### src/rtl/msg_stream_pkg.sv
// -----------------------------------------------------------------------------
// msg_stream_pkg
// Shared definitions for the ASCII message streamer:
//   state_e   - streamer FSM state enumeration
//   ASCII_CR  - carriage return character (0x0D)
//   ASCII_LF  - line feed character (0x0A)
// -----------------------------------------------------------------------------
package msg_stream_pkg;

    typedef enum logic [2:0] {
        ST_IDLE,
        ST_FETCH,
        ST_WRITE,
        ST_CR,
        ST_LF,
        ST_DONE
    } state_e;

    localparam logic [7:0] ASCII_CR = 8'h0D;
    localparam logic [7:0] ASCII_LF = 8'h0A;

endpackage

### src/rtl/msg_index_counter.sv
// -----------------------------------------------------------------------------
// msg_index_counter
// IDX_W-bit character index with synchronous clear and count enable, plus a
// terminal compare against the latched last-character index.
// Ports:
//   clk_i   - clock
//   rst_i   - synchronous active-high reset
//   clr_i   - synchronous clear to zero
//   en_i    - increment by one (ignored while clr_i is high)
//   last_i  - index of the last character
//   idx_o   - current index
//   term_o  - high when idx_o equals last_i
// -----------------------------------------------------------------------------
module msg_index_counter #(
    parameter int IDX_W = 4
) (
    input  logic             clk_i,
    input  logic             rst_i,
    input  logic             clr_i,
    input  logic             en_i,
    input  logic [IDX_W-1:0] last_i,
    output logic [IDX_W-1:0] idx_o,
    output logic             term_o
);

    logic [IDX_W-1:0] cnt_q;
    logic [IDX_W-1:0] cnt_d;

    always_comb begin
        cnt_d = cnt_q;
        if (clr_i) begin
            cnt_d = '0;
        end else if (en_i) begin
            cnt_d = cnt_q + IDX_W'(1);
        end
    end

    always_ff @(posedge clk_i) begin
        if (rst_i) begin
            cnt_q <= '0;
        end else begin
            cnt_q <= cnt_d;
        end
    end

    assign idx_o  = cnt_q;
    assign term_o = (cnt_q == last_i);

endmodule

### src/rtl/ascii_msg_streamer.sv
// -----------------------------------------------------------------------------
// ascii_msg_streamer
// Streams a message of msg_last+1 characters from a synchronous ROM (1-cycle
// read latency) into a TX FIFO, one character every FETCH/WRITE pair, holding
// the write while the FIFO is full.
// Build option: define MSG_CRLF_EN to append CR (0x0D) and LF (0x0A) after the
// last character.
// Ports:
//   clk       - clock
//   reset     - synchronous active-high reset
//   start     - stream request, sampled only while idle
//   abort     - terminate current message, no further writes, no done
//   msg_last  - index of last character, latched on accepted start
//   rom_addr  - ROM character address
//   rom_data  - ROM read data (valid one cycle after rom_addr)
//   fifo_full - TX FIFO full, holds the pending write
//   wr_en     - TX FIFO write strobe
//   wr_data   - character written (zero when wr_en is low)
//   busy      - high in every state except idle
//   done      - one-cycle pulse on normal completion
// -----------------------------------------------------------------------------
module ascii_msg_streamer
    import msg_stream_pkg::*;
#(
    parameter int IDX_W  = 4,
    parameter int DATA_W = 8
) (
    input  logic              clk,
    input  logic              reset,
    input  logic              start,
    input  logic              abort,
    input  logic [IDX_W-1:0]  msg_last,
    output logic [IDX_W-1:0]  rom_addr,
    input  logic [DATA_W-1:0] rom_data,
    input  logic              fifo_full,
    output logic              wr_en,
    output logic [DATA_W-1:0] wr_data,
    output logic              busy,
    output logic              done
);

    state_e           state_q, state_d;
    logic [IDX_W-1:0] last_q, last_d;
    logic [IDX_W-1:0] idx;
    logic             idx_term;
    logic             cnt_clr;
    logic             cnt_en;
    logic             wr_en_d;
    logic [DATA_W-1:0] wr_data_d;
    logic             done_d;

    msg_index_counter #(
        .IDX_W (IDX_W)
    ) u_idx (
        .clk_i  (clk),
        .rst_i  (reset),
        .clr_i  (cnt_clr),
        .en_i   (cnt_en),
        .last_i (last_q),
        .idx_o  (idx),
        .term_o (idx_term)
    );

    always_comb begin
        state_d   = state_q;
        last_d    = last_q;
        cnt_en    = 1'b0;
        wr_en_d   = 1'b0;
        wr_data_d = '0;
        done_d    = 1'b0;

        case (state_q)
            ST_IDLE: begin
                if (start && !abort) begin
                    last_d  = msg_last;
                    state_d = ST_FETCH;
                end
            end
            ST_FETCH: begin
                state_d = ST_WRITE;
            end
            ST_WRITE: begin
                if (!fifo_full) begin
                    wr_en_d   = 1'b1;
                    wr_data_d = rom_data;
                    if (idx_term) begin
`ifdef MSG_CRLF_EN
                        state_d = ST_CR;
`else
                        state_d = ST_DONE;
`endif
                    end else begin
                        cnt_en  = 1'b1;
                        state_d = ST_FETCH;
                    end
                end
            end
`ifdef MSG_CRLF_EN
            ST_CR: begin
                if (!fifo_full) begin
                    wr_en_d   = 1'b1;
                    wr_data_d = DATA_W'(ASCII_CR);
                    state_d   = ST_LF;
                end
            end
            ST_LF: begin
                if (!fifo_full) begin
                    wr_en_d   = 1'b1;
                    wr_data_d = DATA_W'(ASCII_LF);
                    state_d   = ST_DONE;
                end
            end
`endif
            ST_DONE: begin
                done_d  = 1'b1;
                state_d = ST_IDLE;
            end
            default: begin
                state_d = ST_IDLE;
            end
        endcase

        // Abort overrides whatever the active state decided this cycle.
        if (abort && (state_q != ST_IDLE)) begin
            state_d   = ST_IDLE;
            cnt_en    = 1'b0;
            wr_en_d   = 1'b0;
            wr_data_d = '0;
            done_d    = 1'b0;
        end
    end

    // Index is zero whenever the FSM sits in (or returns to) idle.
    assign cnt_clr = (state_d == ST_IDLE);

    always_ff @(posedge clk) begin
        if (reset) begin
            state_q <= ST_IDLE;
            last_q  <= '0;
        end else begin
            state_q <= state_d;
            last_q  <= last_d;
        end
    end

    assign rom_addr = idx;
    assign wr_en    = wr_en_d;
    assign wr_data  = wr_data_d;
    assign done     = done_d;
    assign busy     = (state_q != ST_IDLE);

endmodule
### config.mk
export PLATFORM = sky130hd
export DESIGN_NAME = ascii_msg_streamer
export DESIGN_NICKNAME = d
export VERILOG_FILES = /design/src/rtl/msg_stream_pkg.sv /design/src/rtl/msg_index_counter.sv /design/src/rtl/ascii_msg_streamer.sv
export SDC_FILE = /design/constraint.sdc
export NUM_CORES = 1
export LEC_CHECK = 0
export ABC_AREA = 1
export CAP_MARGIN = 20
export CORE_MARGIN = 4
export CORE_UTILIZATION = 42
export DETAILED_ROUTE_END_ITERATION = 8
export PLACE_DENSITY_LB_ADDON = 0.15
export SKIP_CTS_REPAIR_TIMING = 1
export SLEW_MARGIN = 15
export SYNTH_ARGS = -nofsm -noshare
export SYNTH_HDL_FRONTEND = slang
export SYNTH_HIERARCHICAL = 1
export SYNTH_SLANG_ARGS = --single-unit
### constraint.sdc
create_clock -name clk -period 2.4 [get_ports clk]
set_input_delay 0.24 -clock clk [delete_from_list [all_inputs] [get_ports clk]]
set_output_delay 0.24 -clock clk [all_outputs]
set_load 0.01 [all_outputs]
* After elaboration in Yosys (flattened, before gate mapping) *
Index checks and enable logic that the tools add are counted.

word-level totals
  output and inout bits = 15
  bits in registers = 11

operators by class
  mux-type cells = 17
  eq/ne operators = 4
  $add $sub $neg = 1
  reductions and logical operators = 8

operators by type and width
  operator                                        count
  two-way mux 8 bit                               3
  two-way mux 3 bit                               4
  two-way mux 1 bit                               9
  case mux 3 bit (3 select lines)                 1
  zero test 3 bit                                 2
  adder 4 x 1 -> 4 bit (second input constant)    1
  == test 4 bit                                   1
  == test 3 x 1 -> 1 bit (second input constant)  1
  == test 3 x 2 -> 1 bit (second input constant)  1
  == test 3 bit (second input constant)           1
  nonzero test 3 bit                              1
  logical AND 1 bit                               2
  AND reduction 2 bit                             1
  OR reduction 2 bit                              1
  zero test 1 bit                                 1

* Logic depth before layout (Yosys ltp) *
Gate-level depths: netlist of run 1.

  word-level depth = 7
  gate-level depth with buffers = 12
  mapped depth without buffers = 12

* By module *
Netlist of run 1, hierarchy kept.

by module, submodules not included
  module              cells an instance  sequential area each (um2)  area each (um2)  times used
  ascii_msg_streamer  75                 140.1                       461.7            1
  msg_index_counter   33                 80.1                        222.7            1

* Least setup slack after synthesis of run 1 *
OpenSTA, ideal clock, no wires.

  path kind = reg2reg
  from = register state_q[2]
  to = register u_idx.cnt_q[3] (netlist: u_idx/idx_o[3])
  stages on the path, launching flop included = 10
  period minus slack after synthesis = 1430 ps
  slack = 970 ps
  arrival = 1318 ps
  buffers on the path = 0
  path through = dfxtp_1 nor2_4 nand4_4 or2_1 inv_1 nand2_1 nor2_2 nand2_1 nand2_1 nor2_1

on the way
  elaborated cells between the ends (all ways) = 13
  those cells by class = eq/ne: 2; mux: 6; reduce/logical: 5

RTL lines
  element                                                              RTL line                                             text
  start, declared                                                      ascii_msg_streamer.sv:42                             state_e state_q, state_d;
  start signal, assigned                                               ascii_msg_streamer.sv:141                            state_q <= state_d;
  == test 3 x 2 -> 1 bit / nonzero test 3 bit (equally long branches)  ascii_msg_streamer.sv:72, ascii_msg_streamer.sv:124
  two-way mux 1 bit / logical AND 1 bit (equally long branches)        ascii_msg_streamer.sv:72, ascii_msg_streamer.sv:124
  two-way mux 1 bit *                                                  ascii_msg_streamer.sv:124                            if (abort && (state_q != ST_IDLE)) begin
  via cnt_en                                                           ascii_msg_streamer.sv:47                             logic cnt_en;
  end signal, assigned                                                 msg_index_counter.sv:42                              cnt_q <= cnt_d;
  end, declared                                                        msg_index_counter.sv:26                              logic [IDX_W-1:0] cnt_q;

Mark *: on every way through the listed nets, which the timed path passes. The rest lies on a longest branch.
A chain may end at the register's enable or synchronous reset.

* Worst setup path after layout of run 1 *
  from = register state_q[0]
  to = output wr_data[6]

on the way
  cells in the longest elaborated chain, start to end = 3
  elaborated cells between the ends (all ways) = 5
  those cells by class = eq/ne: 1; mux: 2; reduce/logical: 2

RTL lines
  element                                                              RTL line                                             text
  == test 3 x 2 -> 1 bit / nonzero test 3 bit (equally long branches)  ascii_msg_streamer.sv:72, ascii_msg_streamer.sv:124
  two-way mux 8 bit / logical AND 1 bit (equally long branches)        ascii_msg_streamer.sv:72, ascii_msg_streamer.sv:124
  two-way mux 8 bit *                                                  ascii_msg_streamer.sv:124
  end, declared                                                        ascii_msg_streamer.sv:37                             output logic [DATA_W-1:0] wr_data,

Every way passes the cells marked *; elsewhere a longest branch is shown, timed or not.

==> results of run 1 <==
-- routing by layer --
metal | up-vias | global-route usage [%] | routed length [µm]
li1 | 400 | - | -
met1 | 323 | 15.7 | 710
met2 | 24 | 21.1 | 670
met3 | 0 | 6.44 | 161
met4 | 0 | 4.15 | 0
met5 | - | 0 | 0
-- sequential cells by signal, summed over array words and instances (netlist names) --
register / count
u_idx/idx_o: 4
last_q: 4
state_q: 3
-- worst max-delay path, stage by stage (launching register included) --
cell and delay, ns:
dfxtp_1 0.37, nor2_4 0.24, nand4_4 0.14, inv_2 0.15
nand2_1 0.06, inv_1 0.05, clkdlybuf4s50_1 0.53
-- placed cells by master, fill, tap and decap left out, types with 2 or more instances in the layout --
| cell type | netlist | layout |
|---|---|---|
| a21oi_1 | 5 | 5 |
| clkbuf_4 | 0 | 3 |
| clkdlybuf4s50_1 | 0 | 31 |
| dfxtp_1 | 11 | 11 |
| inv_1 | 23 | 23 |
| inv_2 | 2 | 2 |
| nand2_1 | 28 | 28 |
| nand3_1 | 5 | 5 |
| nand4_1 | 4 | 4 |
| nor2_1 | 15 | 15 |
| nor2_4 | 2 | 2 |
| nor3_1 | 2 | 2 |
| o21ai_0 | 2 | 2 |
| xnor2_1 | 3 | 3 |
-- per-stage QoR --
stage | cell area, µm² | utilization [%] | worst slack (ns) | cells
CTS | 1040 | 68.3 | 0.333 | 159
global placement | 1010 | 66.6 | 0.438 | 155
detailed placement | 1010 | 66.6 | 0.399 | 155
global route | 1040 | 68.3 | 0.198 | 159
floorplan | 684 | - | 0.970 | 108
finish | 1040 | 68.3 | 0.347 | 159
-- cell type report --
cell class | count | area, µm² | area share [%]
clock buffer | 4 | 26.3 | 2.52
timing repair buffer | 31 | 310 | 29.8
sequential | 11 | 220 | 21.2
tap | 16 | 20.0 | 1.92
inverter | 25 | 93.8 | 9.01
multi-input combinational | 72 | 370 | 35.6
-- cells in the mapped netlist --
master,number
o21bai_1,1
dfxtp_1,11
nand4_4,1
ha_1,1
nand3_1,5
nor3_1,2
nand2_1,28
a21oi_1,5
nor2_4,2
nor2_1,15
inv_1,23
o21ai_0,2
or2_1,1
nand2_4,1
inv_2,2
nand4_1,4
nor2_2,1
xnor2_1,3
-- logic make-up (layout without fill, tap and decap cells) --
| group | after synthesis | count (layout) | synth area share (%) |
|---|---|---|---|
| DFF | 11 | 11 | 32.2 |
| buffers and inverters | 25 | 60 | 13.7 |
| xor gates and xnor gates | 3 | 3 | 3.84 |
| AOI/OAI and AO/OA | 8 | 8 | 6.22 |
| and+or+nand+nor | 60 | 60 | 42.2 |
| adders and majority gates | 1 | 1 | 1.83 |
-- worst max path at each step --
stage,from,endpoint,slack [ns]
2_1_floorplan,state_q[2]$_SDFF_PP0_,u_idx/idx_o[3]$_SDFFE_PP0P_,0.97
3_3_place_gp,abort,wr_data[2],0.44
3_5_place_dp,abort,wr_data[6],0.40
4_1_cts,state_q[2]$_SDFF_PP0_,wr_data[6],0.33
5_1_grt,state_q[2]$_SDFF_PP0_,wr_data[7],0.20
6_report,state_q[0]$_SDFF_PP0_,wr_data[6],0.35
-- power by group --
group,internal [W],total [W],switching (W)
clock,0.0000642,0.000129,0.0000647
sequential,0.000189,0.000195,0.00000631
combinational,0.0000451,0.0000830,0.0000378
total,0.000298,0.000407,0.000109
==> metrics.md, run 1 <==
| Metric | Value |
|---|---|
| Status | `finished clean` |
| Final setup TNS | `0 ns` |
| Synthesized area | `684 µm²` |
| Critical path startpoint category | `flop` |
| Unrepaired setup endpoints after global routing | `no` |
| Initial antenna violation count | `0` |
| Routed Antenna Nets | `0` |
| Fin. Hold Viols | `0` |
| Max VDD drop | `0.243 mV` |
| Root Driver | `clkbuf_4` |
| H-tree levels | `1` |
| CP Class | `reg -> out` |
| Power density cells | `391 nW/µm²` |
| Nature of the critical path endpoint | `output pin` |
| WL/cell | `9.70 µm` |
| Antenna cells | `0` |
| Distinct cells, synth | `18` |
| Die Wd | `48.4 µm` |
| First-pass GRT wire length | `2560 µm` |
| GRT Residual Overflow | `0` |
| Clock transition at path regs | `0.08 ns` |
| Initial Utilization | `44.9%` |
| DR vias | `747` |
| Share of layout cells above drive strength 1 | `6.99%` |
| Number of max-cap violations | `0` |
| Top cell type's share of synthesized area | `32.2%` |
| Vias in the first global route | `657` |
| CTS max path bufs | `2` |
| Syn Inst Count | `108` |
| Core ar. | `1520 µm²` |
| Die area | `2340 µm²` |
| Site Rows | `14` |
| WHS | `0.502 ns` |
| GRT Total Usage | `13.4%` |
| Synthesized Nets | `126` |
| FF-to-FF path depth | `8` |
| Drt pass-1 iters | `4` |
| Post-Route WL | `1540 µm` |
| Critical Path Fanout Max | `9` |
| Hold Path Class | `reg -> reg` |
| Nets@finish | `162` |
| Final slew viol count | `0` |
| Clock net sink count | `11` |
| Leak | `0.509 nW` |
| Hold worst-path end | `last_q[1]$_SDFFE_PP0P_` |
| Pin count of the biggest net entering global routing | `10` |
| Die H | `48.4 µm` |
| Sequential-to-total area share from yosys stat | `32.2%` |
| Upper clock frequency limit | `0.487 GHz` |
| DRC | `0` |
| Arr. time, crit path | `1.81 ns` |
| Vias per std cell | `4.70` |
| Area growth syn-to-layout | `52.1%` |
| Final setup fails | `0` |
| Placer Congestion | `0.795` |
| Syn_area_per_cell | `6.34 µm²` |
| CTS tree | `yes` |
| DRT iter0 DRCs | `18` |
| Overall Power | `0.000407 W` |
| HPWL after detailed placement | `1320 µm` |
| Actual slew at the worst max-slew pin | `0.348 ns` |
| Post-synth top area cell | `dfxtp_1` |
| Number of port buffers | `31` |
| Number of CTS-inserted buffers | `3` |
| Main area contributors after synthesis | `dfxtp_1 32%, nand2_1 15%, inv_1 13%` |
| Rel. slew slack | `76.7%` |
| Min cycle time layout | `2.05 ns` |
| IO Count | `32` |
| FILL cells | `144` |
| Hold path start | `last_q[1]$_SDFFE_PP0P_` |
| Final period utilization | `85.5%` |
| YS warnings | `6` |
| Worst-skew pair later-pin latency | `0.27 ns` |
| FF-to-FF setup slack | `0.82 ns` |
| Clk_skew | `0.00708 ns` |
| Worst reg2reg endpoint | `u_idx/idx_o[0]$_SDFFE_PP0P_` |
| Yosys reg bits | `11` |
| Critical path data required time | `2.16 ns` |
| Hold Path Stages | `2` |
| Worst r2r src | `state_q[0]$_SDFF_PP0_` |
No activity file was read; power rests on OpenSTA's default activity.
==> run 2: changes to the inputs <==
--- a/config.mk
+++ b/config.mk
@@ -10,6 +10,7 @@
 export CORE_MARGIN = 4
 export CORE_UTILIZATION = 42
 export DETAILED_ROUTE_END_ITERATION = 8
+export GPL_ROUTABILITY_DRIVEN = 0
 export PLACE_DENSITY_LB_ADDON = 0.15
 export SKIP_CTS_REPAIR_TIMING = 1
 export SLEW_MARGIN = 15
==> results of run 2 <==
Same layout as run 1: the final DEF is identical, and so are final timing and power.
==> edit 1, RTL diff (flow settings as in run 2) <==
`IDX_W` is set to 4 in 2 places; all go to 3.
--- a/src/rtl/msg_index_counter.sv
+++ b/src/rtl/msg_index_counter.sv
@@ -13,5 +13,5 @@
 // -----------------------------------------------------------------------------
 module msg_index_counter #(
-    parameter int IDX_W = 4
+    parameter int IDX_W = 3
 ) (
     input  logic             clk_i,
--- a/src/rtl/ascii_msg_streamer.sv
+++ b/src/rtl/ascii_msg_streamer.sv
@@ -23,5 +23,5 @@
     import msg_stream_pkg::*;
 #(
-    parameter int IDX_W  = 4,
+    parameter int IDX_W  = 3,
     parameter int DATA_W = 8
 ) (
Interface: changed (resized msg_last and rom_addr); port bits go from 32 to 30. No check against the original RTL was run, so the function may have changed too.
==> edit 1 against run 2 <==
- synthesized area decreased by 14%
- final area down 11%
- combinational power is 8.6% lower
- critical path depth did not move
- power decreased by 14%
- clock skew decreased by 0.0066 ns
- via count decreased by 12%
- wire length decreased by 4.8%
- sequential cell count decreased by 2
- setup slack worse by 0.021 ns
- non-clock buffer count fell by 2
- clock power fell by 11%
- hold slack worse by 0.0032 ns
- sequential power decreased by 18%
- critical endpoint is now wr_data[0]
- largest cell class unchanged
- highest routed layer unchanged
==> edit 1: results (changes against run 2) <==
[run_status]
status=completed

[yosys]
synth-seq-area-share=0.3044  ; -0.01732
synth_cell_types=21  ; +3
synth_commonest_cells=nand2_1, inv_1, nor2_1
yosysWarnings=6  ; unchanged
synth.avg_cell_area_um2=6.296  ; -0.65%
synthAdderAreaFrac=0.02114  ; +0.002860
synth_compound_area_frac=0.05920  ; -0.002961
synth_most_common_cell=nand2_1
synthTopCellsByArea=dfxtp_1, nand2_1, inv_1, nor2_1, nand3_1
synth_xor_xnor_area_share=0.02960  ; -0.008793
synthMuxAreaShare=0  ; unchanged
synthArstFlopShare=0  ; unchanged
syn-num-nets=111  ; -12%

[placed_design]
io_buffers=29  ; -6.5%
hpwl_um=1251  ; -4.8%
dp_slack_ns=0.3166  ; -0.08288 ns

[clocking]
ctsLongestPathBuffers=2  ; unchanged
path_clk_slew_ns=0.06  ; -0.02 ns
clk_root_buffer_cell=clkbuf_4
cts_made_buffers=3  ; unchanged
clkLatencyLatePin_ns=0.26
htree_levels=1  ; unchanged

[critical_path]
endpoint=wr_data[0]
regToRegSetupSlack_ns=1.00  ; +0.18 ns
max_stage_delay_ns=0.54
reg2regPathDepth=8  ; unchanged
worstPathArrival_ns=1.83  ; +0.02 ns
crit_start=state_q[2]$_SDFF_PP0_
r2r-end=u_idx/idx_o[1]$_SDFFE_PP0P_
critical_path.top_delay_family=buffers and inverters
cp_slowest_cell=clkdlybuf4s50_1
path_max_fanout=9  ; unchanged

[routing]
drt_iter0_markers=12  ; -6
drt_pass1_iterations=4  ; unchanged
vias=658  ; -12%
wl_um=1468  ; -4.8%

[global_routing]
gr-usage-all-layers=0.1614  ; +0.02792
grt_pass1_wl_um=2415  ; -5.6%
antenna_found_initial=0  ; unchanged
grt_pass1_vias=616  ; -6.2%
grt_max_degree=10  ; unchanged

[finish]
layout.nets=145  ; -10%
n_antenna_cell=0  ; unchanged
drive_gt1_frac=0.07087  ; +0.0009361
stdcell_count=142  ; -11%

[power]
leakage_nw=0.4708  ; -7.6%
ir_drop_mv=0.3371  ; +39%

[timing]
relSlewSlack=0.7961  ; +0.02910
fin_skew_ns=0.0004904  ; -0.006586 ns
min_period_ns=2.074  ; +0.02111 ns

[worst_hold_path]
min_to=last_q[2]$_SDFFE_PP0P_
min_path_cells=2  ; unchanged
hold_path_class=reg -> reg
min_from=last_q[2]$_SDFFE_PP0P_

## edit 1: changes by cell type after synthesis
cell and delta:
inv_1 -1, clkinv_1 +1, xor2_1 +1, xnor2_1 -2, nand4_1 -1, inv_2 -1
nand2_1 -4, a21oi_1 -2, dfxtp_1 -2, o21ai_0 -1, a21boi_1 +1, nor2_1 -3
## edit 1: metal layers
layer	routed length [um]	track usage
met2	691	0.2591
met4	0	0.04094
met5	0	0
met1	637	0.1805
met3	139	0.09486
## edit 1: tightest hold or removal path, stage by stage, from the launching register on
cell     delay [ns]
dfxtp_1        0.31
nor2_1         0.10
nor2_1         0.05
## edit 1: stage by stage
step | power [mW] | hold WS (ns) | cell area, um^2 | util
floorplan | 0.2004 | 0.3091 | 591.8 | -
global placement | 0.2373 | 0.4900 | 900.9 | 0.6838
detailed placement | 0.2400 | 0.5014 | 900.9 | 0.6838
CTS | 0.3553 | 0.5094 | 927.1 | 0.7037
global route | 0.3714 | 0.5452 | 927.1 | 0.7037
finish | 0.3514 | 0.4990 | 927.1 | 0.7037
## edit 1: cell families (layout without fill, tap and decap cells)
group	count (synthesis)	count (layout)
adder cells (fa/ha/maj)	1	1
AND/OR/NAND/NOR	52	52
flip-flops	9	9
XOR/XNOR	2	2
buffers and inverters	24	57
AO/OA/AOI/OAI	6	6
## edit 1: layout make-up
| class | count | area [um^2] |
|---|---|---|
| fill | 111 | 390.4 |
| multi-input combinational | 61 | 321.6 |
| inverter | 24 | 90.09 |
| clock buffer | 4 | 26.28 |
| timing repair buffer | 29 | 290.3 |
| tap | 15 | 18.77 |
| sequential | 9 | 180.2 |
## edit 1: where the power goes
group          switching (mW)  leakage, nW  total (mW)  internal [mW]
sequential            0.00540       0.0733       0.160          0.155
clock                  0.0513       0.0150       0.115         0.0640
combinational          0.0347        0.383      0.0759         0.0412
==> edit 2, RTL diff (flow settings as in run 2) <==
Without the edit above. Re-encode `state_e` (6 states) as one-hot, 6 bits wide.
--- a/src/rtl/msg_stream_pkg.sv
+++ b/src/rtl/msg_stream_pkg.sv
@@ -8,11 +8,11 @@
 package msg_stream_pkg;
 
-    typedef enum logic [2:0] {
-        ST_IDLE,
-        ST_FETCH,
-        ST_WRITE,
-        ST_CR,
-        ST_LF,
-        ST_DONE
+    typedef enum logic [5:0] {
+        ST_IDLE  = 6'b000001,
+        ST_FETCH = 6'b000010,
+        ST_WRITE = 6'b000100,
+        ST_CR    = 6'b001000,
+        ST_LF    = 6'b010000,
+        ST_DONE  = 6'b100000
     } state_e;
 
Function: same outputs for any inputs over 10 cycles, from zero or initial values and one cycle with reset high; not proved beyond that.
==> edit 2 against run 2 <==
- synthesized area increased by 23%
- count of clock-buffer cells in the layout unchanged
- wire length up 19%
- setup slack worse by 0.062 ns
- clock power increased by 31%
- die area grew 19%
- final area rose by 18%
- combinational power shrank 9.5%
- power increased by 19%
- sequential power up 24%
- hold slack better by 0.0085 ns
- fmax decreased by 3.0%
- sequential cell count rose by 3
- critical endpoint is now wr_data[3]
==> edit 2: results (changes against run 2) <==
[run_status]
status=completed

[yosys]
synth_compound_area_frac=0.03561  ; -0.02655
synthAdderAreaFrac=0.01484  ; -0.003445
synth_cell_types=16  ; -2
synth.avg_cell_area_um2=6.437  ; +1.6%
synthTopCellsByArea=dfxtp_1, nor2_1, inv_1, nand2_1, nand3_1

[finish]
fill_cells=161  ; +12%
stdcell_count=192  ; +21%
drive_gt1_frac=0.1078  ; +0.03785

[routing]
wl_met3_um=197  ; +22%
routedWlPerCell_um=9.589  ; -1.1%
wl_met2_um=831  ; +24%
drt_iter0_markers=25  ; +7
met1_length_um=785  ; +11%

[global_routing]
grt_pass1_wl_um=3132  ; +22%
grt_pass1_vias=781  ; +19%
gr-usage-all-layers=0.1500  ; +0.01653

[placed_design]
hpwl_um=1541  ; +17%
place_area_um2=1189  ; +17%

[critical_path]
worst-path-buf-inv=2  ; -1
reg2regPathDepth=13  ; +5

[power]
combPwrFrac=0.155  ; -0.049
power_mw=0.4856  ; +19%
leakage_nw=0.5539  ; +8.8%
powerClk_mw=0.169  ; +31%

[edit 2: kinds of logic after synthesis]
family          count (synthesis)
simple gates                   79
flops                          14
xor+xnor                        3
compound gates                  6
other cells                     1
fa+ha+maj                       1
buf+inv                        27
[edit 2: worst paths after layout]
path	start	slack [ns]	end
worst max-delay path	state_q[5]$_SDFF_PP0_	0.29	wr_data[3]
worst min register to register	last_q[3]$_SDFFE_PP0P_	0.51	last_q[3]$_SDFFE_PP0P_
worst max register to register	u_idx/idx_o[0]$_SDFFE_PP0P_	0.64	u_idx/idx_o[3]$_SDFFE_PP0P_
worst min-delay path	last_q[3]$_SDFFE_PP0P_	0.51	last_q[3]$_SDFFE_PP0P_
[edit 2: cell type report]
type / instances / area, um^2 / share of cell area
Timing Repair Buffer: 31 / 310.3 / 0.2533
Inverter: 27 / 101.3 / 0.08274
Tap cell: 25 / 31.28 / 0.02554
Multi-Input combinational cell: 91 / 465.4 / 0.3800
Clock buffer: 4 / 36.28 / 0.02962
Sequential cell: 14 / 280.3 / 0.2288
